$ cat src/rtl/frame_pkg.sv
// Shared constants and types for the frame transmitter and aligner.
//   PAYLOAD_LEN / FRAME_LEN : payload bytes and total bytes per frame
//   FIFO_DEPTH              : default payload buffer depth in bytes
//   HDR_A / HDR_B           : selectable 16-bit frame headers
//   IDLE_BYTE               : inter-frame fill byte
//   state_t                 : transmit FSM state encoding
//   tx_beat_t               : one byte-time of the transmit stream
package frame_pkg;

   localparam int unsigned PAYLOAD_LEN = 10;
   localparam int unsigned FRAME_LEN   = PAYLOAD_LEN + 2;
   localparam int unsigned FIFO_DEPTH  = 16;

   localparam logic [15:0] HDR_A     = 16'hAFAA;
   localparam logic [15:0] HDR_B     = 16'hBA55;
   localparam logic [7:0]  IDLE_BYTE = 8'h00;

   // Header corruption mask: bit 0 of each header byte.
   localparam logic [15:0] HDR_ERR_MASK = 16'h0101;

   typedef enum logic [1:0] {
      ST_IDLE,
      ST_HDR_LSB,
      ST_HDR_MSB,
      ST_PAYLOAD
   } state_t;

   typedef struct packed {
      logic [7:0] data;
      logic       sof;
      logic       active;
   } tx_beat_t;

endpackage

$ cat src/rtl/frame_tx_fifo.sv
// Synchronous payload FIFO with first-word-fall-through read data.
//   push/wr_data : write request (ignored while full)
//   pop          : read request (caller guarantees non-empty)
//   rd_data_c    : current head entry, combinational from storage
//   level        : registered occupancy
//   full         : registered, high when level == DEPTH
module frame_tx_fifo #(
   parameter int unsigned DEPTH = 16,
   parameter int unsigned WIDTH = 8
) (
   input  logic                         clk,
   input  logic                         reset_n,
   input  logic                         push,
   input  logic [WIDTH-1:0]             wr_data,
   input  logic                         pop,
   output logic [WIDTH-1:0]             rd_data_c,
   output logic [$clog2(DEPTH+1)-1:0]   level,
   output logic                         full
);

   localparam int unsigned LVL_W = $clog2(DEPTH + 1);
   localparam int unsigned PTR_W = (DEPTH > 1) ? $clog2(DEPTH) : 1;

   logic [WIDTH-1:0] mem [DEPTH];
   logic [PTR_W-1:0] wr_ptr;
   logic [PTR_W-1:0] rd_ptr;
   logic             push_ok;
   logic [LVL_W-1:0] level_d;

   // Pointer increment with explicit wrap so non-power-of-two depths work.
   function automatic logic [PTR_W-1:0] next_ptr(input logic [PTR_W-1:0] p);
      return (p == PTR_W'(DEPTH - 1)) ? '0 : p + PTR_W'(1);
   endfunction

   assign push_ok   = push && !full;
   assign level_d   = level + LVL_W'(push_ok) - LVL_W'(pop);
   assign rd_data_c = mem[rd_ptr];

   // Storage array, no reset needed.
   always_ff @(posedge clk) begin
      if (push_ok) begin
         mem[wr_ptr] <= wr_data;
      end
   end

   // Pointers, occupancy and full flag.
   always_ff @(posedge clk or negedge reset_n) begin
      if (!reset_n) begin
         wr_ptr <= '0;
         rd_ptr <= '0;
         level  <= '0;
         full   <= 1'b0;
      end else begin
         if (push_ok) wr_ptr <= next_ptr(wr_ptr);
         if (pop)     rd_ptr <= next_ptr(rd_ptr);
         level <= level_d;
         full  <= (level_d == LVL_W'(DEPTH));
      end
   end

endmodule

$ cat src/rtl/frame_transmitter.sv
// Frame transmitter: buffers payload bytes and emits a continuous byte
// stream of [hdr LSB, hdr MSB, PAYLOAD_LEN payload bytes] frames, with
// IDLE_BYTE between frames.
//   in_data/in_valid/in_ready : payload push handshake
//   hdr_sel, err_inject       : header select / corruption, latched at start
//   tx_data/tx_sof/tx_active  : registered output stream
//   frame_cnt                 : completed frames, wraps at 2^16
//   fifo_level                : bytes currently buffered
module frame_transmitter #(
   parameter int unsigned PAYLOAD_LEN = frame_pkg::PAYLOAD_LEN,
   parameter int unsigned FIFO_DEPTH  = frame_pkg::FIFO_DEPTH,
   parameter logic [15:0] HDR_A       = frame_pkg::HDR_A,
   parameter logic [15:0] HDR_B       = frame_pkg::HDR_B,
   parameter logic [7:0]  IDLE_BYTE   = frame_pkg::IDLE_BYTE
) (
   input  logic                              clk,
   input  logic                              reset_n,
   input  logic [7:0]                        in_data,
   input  logic                              in_valid,
   output logic                              in_ready,
   input  logic                              hdr_sel,
   input  logic                              err_inject,
   output logic [7:0]                        tx_data,
   output logic                              tx_sof,
   output logic                              tx_active,
   output logic [15:0]                       frame_cnt,
   output logic [$clog2(FIFO_DEPTH+1)-1:0]   fifo_level
);

   import frame_pkg::*;

   localparam int unsigned      LVL_W     = $clog2(FIFO_DEPTH + 1);
   localparam int unsigned      IDX_W     = (PAYLOAD_LEN > 1) ? $clog2(PAYLOAD_LEN) : 1;
   localparam logic [IDX_W-1:0] LAST_IDX  = IDX_W'(PAYLOAD_LEN - 1);
   localparam logic [LVL_W-1:0] START_LVL = LVL_W'(PAYLOAD_LEN);

   state_t           state_q, state_d;
   logic [IDX_W-1:0] idx_q, idx_d;
   logic             sel_q, sel_d;
   logic             err_q, err_d;
   tx_beat_t         beat_q, beat_d;

   logic             fifo_full;
   logic [7:0]       fifo_rd_data_c;
   logic             pop_c;
   logic [LVL_W-1:0] avail_c;
   logic             start_c;
   logic             frame_done_c;
   logic [15:0]      hdr_c;

   frame_tx_fifo #(
      .DEPTH (FIFO_DEPTH),
      .WIDTH (8)
   ) u_fifo (
      .clk       (clk),
      .reset_n   (reset_n),
      .push      (in_valid && in_ready),
      .wr_data   (in_data),
      .pop       (pop_c),
      .rd_data_c (fifo_rd_data_c),
      .level     (fifo_level),
      .full      (fifo_full)
   );

   assign in_ready = !fifo_full;

   // Outputs are registered, so the byte shown next cycle is popped now:
   // pops happen while leaving HDR_MSB and on every non-final payload byte.
   assign pop_c        = (state_q == ST_HDR_MSB) ||
                         ((state_q == ST_PAYLOAD) && (idx_q != LAST_IDX));
   assign avail_c      = fifo_level - LVL_W'(pop_c);
   assign start_c      = (avail_c >= START_LVL);
   assign frame_done_c = (state_q == ST_PAYLOAD) && (idx_q == LAST_IDX);

   // State, frame context, output registers and frame counter.
   always_ff @(posedge clk or negedge reset_n) begin
      if (!reset_n) begin
         state_q   <= ST_IDLE;
         idx_q     <= '0;
         sel_q     <= 1'b0;
         err_q     <= 1'b0;
         beat_q    <= '{data: IDLE_BYTE, sof: 1'b0, active: 1'b0};
         frame_cnt <= '0;
      end else begin
         state_q <= state_d;
         idx_q   <= idx_d;
         sel_q   <= sel_d;
         err_q   <= err_d;
         beat_q  <= beat_d;
         if (frame_done_c) frame_cnt <= frame_cnt + 16'd1;
      end
   end

   // Next-state logic; header controls are captured only at a start decision.
   always_comb begin
      state_d = state_q;
      idx_d   = idx_q;
      sel_d   = sel_q;
      err_d   = err_q;
      unique case (state_q)
         ST_IDLE: begin
            if (start_c) begin
               state_d = ST_HDR_LSB;
               sel_d   = hdr_sel;
               err_d   = err_inject;
            end
         end
         ST_HDR_LSB: state_d = ST_HDR_MSB;
         ST_HDR_MSB: begin
            state_d = ST_PAYLOAD;
            idx_d   = '0;
         end
         ST_PAYLOAD: begin
            if (idx_q == LAST_IDX) begin
               if (start_c) begin
                  state_d = ST_HDR_LSB;
                  sel_d   = hdr_sel;
                  err_d   = err_inject;
               end else begin
                  state_d = ST_IDLE;
               end
            end else begin
               idx_d = idx_q + IDX_W'(1);
            end
         end
         default: state_d = ST_IDLE;
      endcase
   end

   // Output decode for the upcoming state, registered into beat_q.
   always_comb begin
      hdr_c  = (sel_d ? HDR_B : HDR_A) ^ (err_d ? HDR_ERR_MASK : 16'h0000);
      beat_d = '{data: IDLE_BYTE, sof: 1'b0, active: 1'b0};
      unique case (state_d)
         ST_HDR_LSB: beat_d = '{data: hdr_c[7:0],    sof: 1'b1, active: 1'b1};
         ST_HDR_MSB: beat_d = '{data: hdr_c[15:8],   sof: 1'b0, active: 1'b1};
         ST_PAYLOAD: beat_d = '{data: fifo_rd_data_c, sof: 1'b0, active: 1'b1};
         default:    beat_d = '{data: IDLE_BYTE,     sof: 1'b0, active: 1'b0};
      endcase
   end

   assign tx_data   = beat_q.data;
   assign tx_sof    = beat_q.sof;
   assign tx_active = beat_q.active;

endmodule
$ cat config.mk
export PLATFORM = sky130hd
export DESIGN_NAME = frame_transmitter
export DESIGN_NICKNAME = d
export VERILOG_FILES = /design/src/rtl/frame_pkg.sv /design/src/rtl/frame_tx_fifo.sv /design/src/rtl/frame_transmitter.sv
export SDC_FILE = /design/constraint.sdc
export NUM_CORES = 1
export LEC_CHECK = 0
export BUFFER_PORTS_ARGS = -buffer_cell sky130_fd_sc_hd__buf_4
export CAP_MARGIN = 25
export CORE_MARGIN = 8
export CORE_UTILIZATION = 39
export DETAILED_ROUTE_END_ITERATION = 7
export PLACE_DENSITY = 0.66
export SYNTH_ARGS = -nofsm -noshare
export SYNTH_HDL_FRONTEND = slang
export SYNTH_SLANG_ARGS = --single-unit
export TNS_END_PERCENT = 30
$ cat constraint.sdc
create_clock -name clk -period 3.3 [get_ports clk]
set_input_delay 0.165 -clock clk [delete_from_list [all_inputs] [get_ports clk]]
set_output_delay 0.165 -clock clk [all_outputs]
set_load 0.01 [all_outputs]
## Word level (Yosys, flattened, before mapping)

Memory sizes are Yosys's and may differ from the RTL's.
Cells that the tools add are included.

| cells by class | value |
|---|---|
| reductions and logical operators | 9 |
| bitwise logic cells | 1 |
| magnitude comparators | 1 |
| $add $sub $neg | 7 |
| mux-type cells | 19 |
| equality and inequality tests | 12 |

Operator list:

| operator | count |
|---|---|
| 10-bit one-hot mux with 3 select lines | 1 |
| 16-bit by 1-bit adder with 16-bit output, second input constant | 1 |
| 16-bit by 9-bit bitwise XOR with 16-bit output | 1 |
| 13-bit two-way mux | 1 |
| 4-bit by 1-bit adder with 4-bit output, second input constant | 3 |
| 4-bit equality test, second input constant | 3 |
| 4-bit two-way mux | 3 |
| 5-bit by 1-bit subtractor with 5-bit output | 2 |
| 9-bit two-way mux | 1 |
| 2-bit equality test, second input constant | 4 |
| 2-bit one-hot mux with 4 select lines | 1 |
| 4-bit one-hot mux with 2 select lines | 1 |
| 1-bit two-way mux | 7 |
| 5-bit by 1-bit adder with 5-bit output | 1 |
| 5-bit equality test, second input constant | 1 |
| 5-bit by 4-bit >= comparator with 1-bit output, second input constant | 1 |
| 2-bit by 1-bit equality test with 1-bit output, second input constant | 2 |
| 1-bit logical AND | 4 |
| 2-bit two-way mux | 2 |
| 4-bit inequality test, second input constant | 1 |
| 1-bit one-hot mux with 2 select lines | 2 |
| 2-bit logical NOT | 1 |
| 2-bit inequality test, second input constant | 1 |
| 2-bit AND reduction | 1 |
| other kinds (3) | 3 |

| storage, ports and cells | value |
|---|---|
| RAM bits | 128 |
| output and inout bits | 32 |
| memories kept | 1 |
| flip-flop bits (word level) | 48 |

Memories:

| memory | words | width | rd ports | clocked after memory_dff | wr ports | RTL line | RTL |
|---|---|---|---|---|---|---|---|
| u_fifo.mem | 16 | 8 | 1 | 0 | 1 | frame_tx_fifo.sv:24 | `logic [WIDTH-1:0] mem [DEPTH];` |

## Logic depth before layout (Yosys ltp)

| depth | value |
|---|---|
| word-level depth | 11 |
| gate-level depth with buffers | 17 |
| gate-level depth less buffers | 17 |

## Cells and area by module

From an unflattened synthesis, not the netlist that was laid out.

| second synthesis, totals | value |
|---|---|
| cell total of the unflattened synthesis | 461 |
| area, all modules | 7546.0 µm² |

Modules (own cells, without submodules):

| module | cells each | times used | area each (µm²) | sequential area each (µm²) |
|---|---|---|---|---|
| frame_tx_fifo | 293 | 1 | 5765.5 | 4194.0 |
| frame_transmitter | 168 | 1 | 1780.5 | 850.8 |

## Worst setup path before layout

No wires, ideal clock.

| timing | value |
|---|---|
| path type | register -> register |
| start | register state_q[1] |
| end | register u_fifo.full |
| cell stages (with the launch flop) | 17 |
| data required time | 3.228 ns |
| arrival | 2.977 ns |
| setup time | 0.072 ns |
| slack | 0.251 ns |
| path buffers | 1 |
| cells stage by stage | dfrtp_1 -> ha_1 -> buf_6 -> nand2_1 -> nand2_1 -> ha_1 -> inv_1 -> ha_1 -> inv_1 -> fa_1 -> nor2_1 -> nor2_1 -> nor2_1 -> nor2_1 -> xnor2_1 -> or4b_2 -> nor2_1 |

| between the ends | value |
|---|---|
| longest elaborated chain between the ends | 5 |

Ends and longest elaborated chain:

| item | RTL line | RTL |
|---|---|---|
| start: declaration | frame_transmitter.sv:37 | `state_t state_q, state_d;` |
| start signal: assignment | frame_transmitter.sv:85 | `state_q <= state_d;` |
| 2-bit equality test | frame_transmitter.sv:70 | `((state_q == ST_PAYLOAD) && (idx_q != LAST_IDX));` |
| 1-bit logical AND | frame_transmitter.sv:70 |  |
| 1-bit logical OR (*) | frame_transmitter.sv:69 | `assign pop_c = (state_q == ST_HDR_MSB) \|\|` |
| 5-bit by 1-bit subtractor with 5-bit output (*) | frame_tx_fifo.sv:36 | `assign level_d = level + LVL_W'(push_ok) - LVL_W'(pop);` |
| named net u_fifo.level_d[4] | frame_tx_fifo.sv:28 | `logic [LVL_W-1:0] level_d;` |
| 5-bit equality test (*) | frame_tx_fifo.sv:57 | `full <= (level_d == LVL_W'(DEPTH));` |
| end signal: assignment | frame_tx_fifo.sv:57 |  |
| end: declaration | frame_tx_fifo.sv:18 | `output logic full` |

The timed path passes the listed nets; every way through them passes the cells marked *.
A chain may end at the register's enable or synchronous reset.

## Worst setup path after layout

| timing | value |
|---|---|
| start | register idx_q[0] |
| end | register u_fifo.full |

| between the ends | value |
|---|---|
| longest elaborated chain between the ends | 5 |

Ends and longest elaborated chain:

| item | RTL line | RTL |
|---|---|---|
| start: declaration | frame_transmitter.sv:38 | `logic [IDX_W-1:0] idx_q, idx_d;` |
| start signal: assignment | frame_transmitter.sv:86 | `idx_q <= idx_d;` |
| 4-bit inequality test | frame_transmitter.sv:70 |  |
| 1-bit logical AND | frame_transmitter.sv:70 |  |
| 1-bit logical OR | frame_transmitter.sv:69 |  |
| 5-bit by 1-bit subtractor with 5-bit output | frame_tx_fifo.sv:36 |  |
| named net u_fifo.level_d[4] | frame_tx_fifo.sv:28 |  |
| 5-bit equality test | frame_tx_fifo.sv:57 |  |

The timed path passes the listed nets, and every way through them passes these cells.

==> flow_summary.toml <==
[yosys]
avgSynthCellArea_um2 = 16.9
synthCells = 440
synthMuxAreaShare_pct = 12.7
synth_xor_area_share_pct = 2.59
synth_area_mm2 = 0.00743
synthAdderAreaFrac_pct = 3.97
synth_compound_area_share_pct = 4.31
syn_nets = 476
synth_seq_area_share_pct = 67.9
yosys.area_share.simple_pct = 6.53
synthArstFlopShare_pct = 27.3
yosys_most_used_dff = "edfxtp_1"
synth_cell_types = 48
synth-edff-count = 128
synth_warnings = 0
ys_seq_elements = 176
synth_top_family_by_area = "multiplexers"

[cells_and_area]
final_cell_mix = "128 x edfxtp_1, 49 x buf_4, 46 x dfrtp_1"
final_util_pct = 46.3
fillers = 1590
seq_area_mm2 = 0.00505
area_growth_pct = 16.6
drive_gt1_share_pct = 26.9
nNetsFinal = 533
final_common_cell = "edfxtp_1"
multi_input_area_mm2 = 0.00224
antenna_cells = 0

[grt]
grt_usage_pct = 12.3
grt_antenna_before_repair = 0
grt_max_degree = 49
grt_pass1_wl_um = 22500
grt_pass1_vias = 4055
gr-total-overflow = 0

[sta]
setup_tns_ns = 0
hold_viol = 0
max_freq_mhz = 328
clock-skew-final_ns = 0.0215
worst_slew_pin_slew_ns = 0.701
slew_headroom_pct = 53.3
timing.final.ws_setup_ns = 0.255
drv_slew = 0
period_minus_slack_ns = 3.05
setup_viol = 0
post-route-period-util_pct = 92.3
rsz0062_at_grt = "no"

[clocking]
cts.sinks = 176
clock_latency_ns = 0.42
cts_root_buf = "clkbuf_16"
numCtsBuffers = 17
cts-htree-levels = 4
cts.clk_slew.worst_paths_ns = 0.07
clk_path_buf_depth = 2
cts_tree = "built"

[floorplanning]
core-area_mm2 = 0.0187
row_count = 50
ioPinCount = 45
die_y_um = 154
die_w_um = 154
start_util_pct = 39.7
die_area_mm2 = 0.0237

[route]
drtIter0Drc = 272
drt-total-wl_um = 14000
viasPerCell = 5.21
vias = 3874
ant_nets = 0
drcViolationCount = 0
firstDrtPassIters = 4
routedWlPerCell_um = 18.8

[power_and_ir_drop]
vdd_drop_max_v = 0.000390
pwr-share-clk_pct = 26.5
swShare_pct = 32.3
report.power.total_w = 0.00774
p_seq_share_pct = 38.8
p_comb_share_pct = 34.8
power.switching_w = 0.00250
intPower_w = 0.00524
powerDensity_mw_per_mm2 = 893
total_leakage_power_nw = 3.22

[status]
outcome = "complete, no violations"

[worst_setup_path]
reg2reg_depth = 16
worst-path-max-fanout = 6
arrival_ns = 3.39
crit_required_ns = 3.64
cp-end-kind = "flip-flop"
cp-start-kind = "flip-flop"
critPathKind = "flip-flop to flip-flop"

[placement]
hpwlAfterDp_um = 9540
gp_congestion = 0.789
io_buffers = 44
place_ws_ns = 0.152

[job]
maxCapViolCount = 0

[hold_path]
hold_depth = 1
hp-class = "primary input to flip-flop"
[synthesized netlist by cell type, drive strengths merged (2+ instances only)]
master  count  area, um2
nor2       17       63.8
nand3b      3       26.3
buf         8       57.6
a31oi       4       40.0
dfrtp      48       1200
inv        20       75.1
nand2      27        101
nand3      12       60.1
o21bai      4       33.8
a311oi      2       35.0
mux4       40        901
xor2        6       52.6
mux2        3       33.8
and3        6       37.5
a21boi      2       15.0
o22ai       2       12.5
edfxtp    128       3840
xnor2      16        140
o21ai      19       95.1
o21a        2       15.0
nor3        2       10.0
nand4       3       18.8
ha         22        275
and2       17        106
a21oi       9       48.8
nand2b      3       21.3
clkbuf      5       18.8
[power groups by stage]
stage / Sequential [W] / Clock [W] / Combinational, W
after floorplan: 0.00296 / 0 / 0.00196
after global placement: 0.00304 / 0 / 0.00258
after detailed placement: 0.00306 / 0 / 0.00265
after CTS: 0.00301 / 0.00209 / 0.00266
after global routing: 0.00305 / 0.00217 / 0.00295
final: 0.00300 / 0.00205 / 0.00269
[path summary, 6_finish.rpt]
| kind | slack (ns) | startpoint | to |
|---|---|---|---|
| setup / recovery | 0.25 | idx_q[0]$_DFFE_PN0P_ | u_fifo.full$_DFF_PN0_ |
| hold / removal | 0.04 | in_data[1] | u_fifo.mem[14][1]$_DFFE_PP_ |
| setup reg to reg | 0.25 | idx_q[0]$_DFFE_PN0P_ | u_fifo.full$_DFF_PN0_ |
| hold reg to reg | 0.49 | frame_cnt[15]$_DFFE_PN0P_ | frame_cnt[15]$_DFFE_PN0P_ |
| max in group asynchronous | 2.56 | reset_n | u_fifo.rd_ptr[0]$_DFFE_PN0N_ |
| min in group asynchronous | 0.30 | reset_n | u_fifo.wr_ptr[1]$_DFFE_PN0P_ |
[critical path, stage by stage, from the launching register on]
cell	delay [ns]
dfrtp_2	0.44
ha_1	0.23
nand3b_1	0.12
nand2_2	0.09
nand2_1	0.11
ha_1	0.23
inv_1	0.06
ha_1	0.16
inv_1	0.06
fa_2	0.34
nor2_1	0.11
nor2_1	0.05
nor2_1	0.08
nor2_1	0.05
xnor2_1	0.17
or4b_2	0.59
nor2_1	0.10
[layer usage]
layer | global-route usage (%) | vias up | routed length (um) | share of wire (%)
met5 | 0 | - | 0 | 0
met4 | 4.15 | 0 | 98 | 0.70
met3 | 3.59 | 2 | 831 | 5.9
met2 | 20.4 | 109 | 6980 | 50
met1 | 15.1 | 1967 | 6070 | 43
li1 | - | 1796 | - | -
[kinds of logic after synthesis]
logic type | Yosys count
buf+inv | 33
xor+xnor | 22
fa+ha+maj | 23
compound gates | 47
simple gates | 95
flops | 176
mux | 44
[flip-flops by register name, indices dropped and copies added (netlist names), 2 cells and up]
register,count
u_fifo.level,5
u_fifo.mem,128
tx_data,8
idx_q,4
u_fifo.rd_ptr,4
frame_cnt,16
state_q,2
u_fifo.wr_ptr,4
[metrics by stage]
stage	instances	cell area (um2)	hold slack [ns]
floorplan	440	7430	-0.131
global placement	709	8030	0.212
detailed placement	709	8030	0.225
CTS	742	8640	0.0268
global route	744	8670	0.0544
finish	744	8670	0.0444
[layout make-up]
type / instances / area share (%)
flip-flops and latches: 176 / 58.2
well taps: 234 / 3.38
inverters: 20 / 0.866
multi-input cells: 231 / 25.9
clock buffers: 18 / 4.95
repair buffers: 51 / 4.59
clock inverters: 14 / 2.08
[what timing repair did]
| action | 4_1_cts | 5_1_grt |
|---|---|---|
| hold buffers | 1 | 0 |
| endpoints found under the setup margin | 0 | 2 |
| hold endpoints to repair | 48 | 0 |
| resized for setup | 0 | 3 |
| setup buffers | 0 | 2 |
Power figures use the tool's default switching activity.
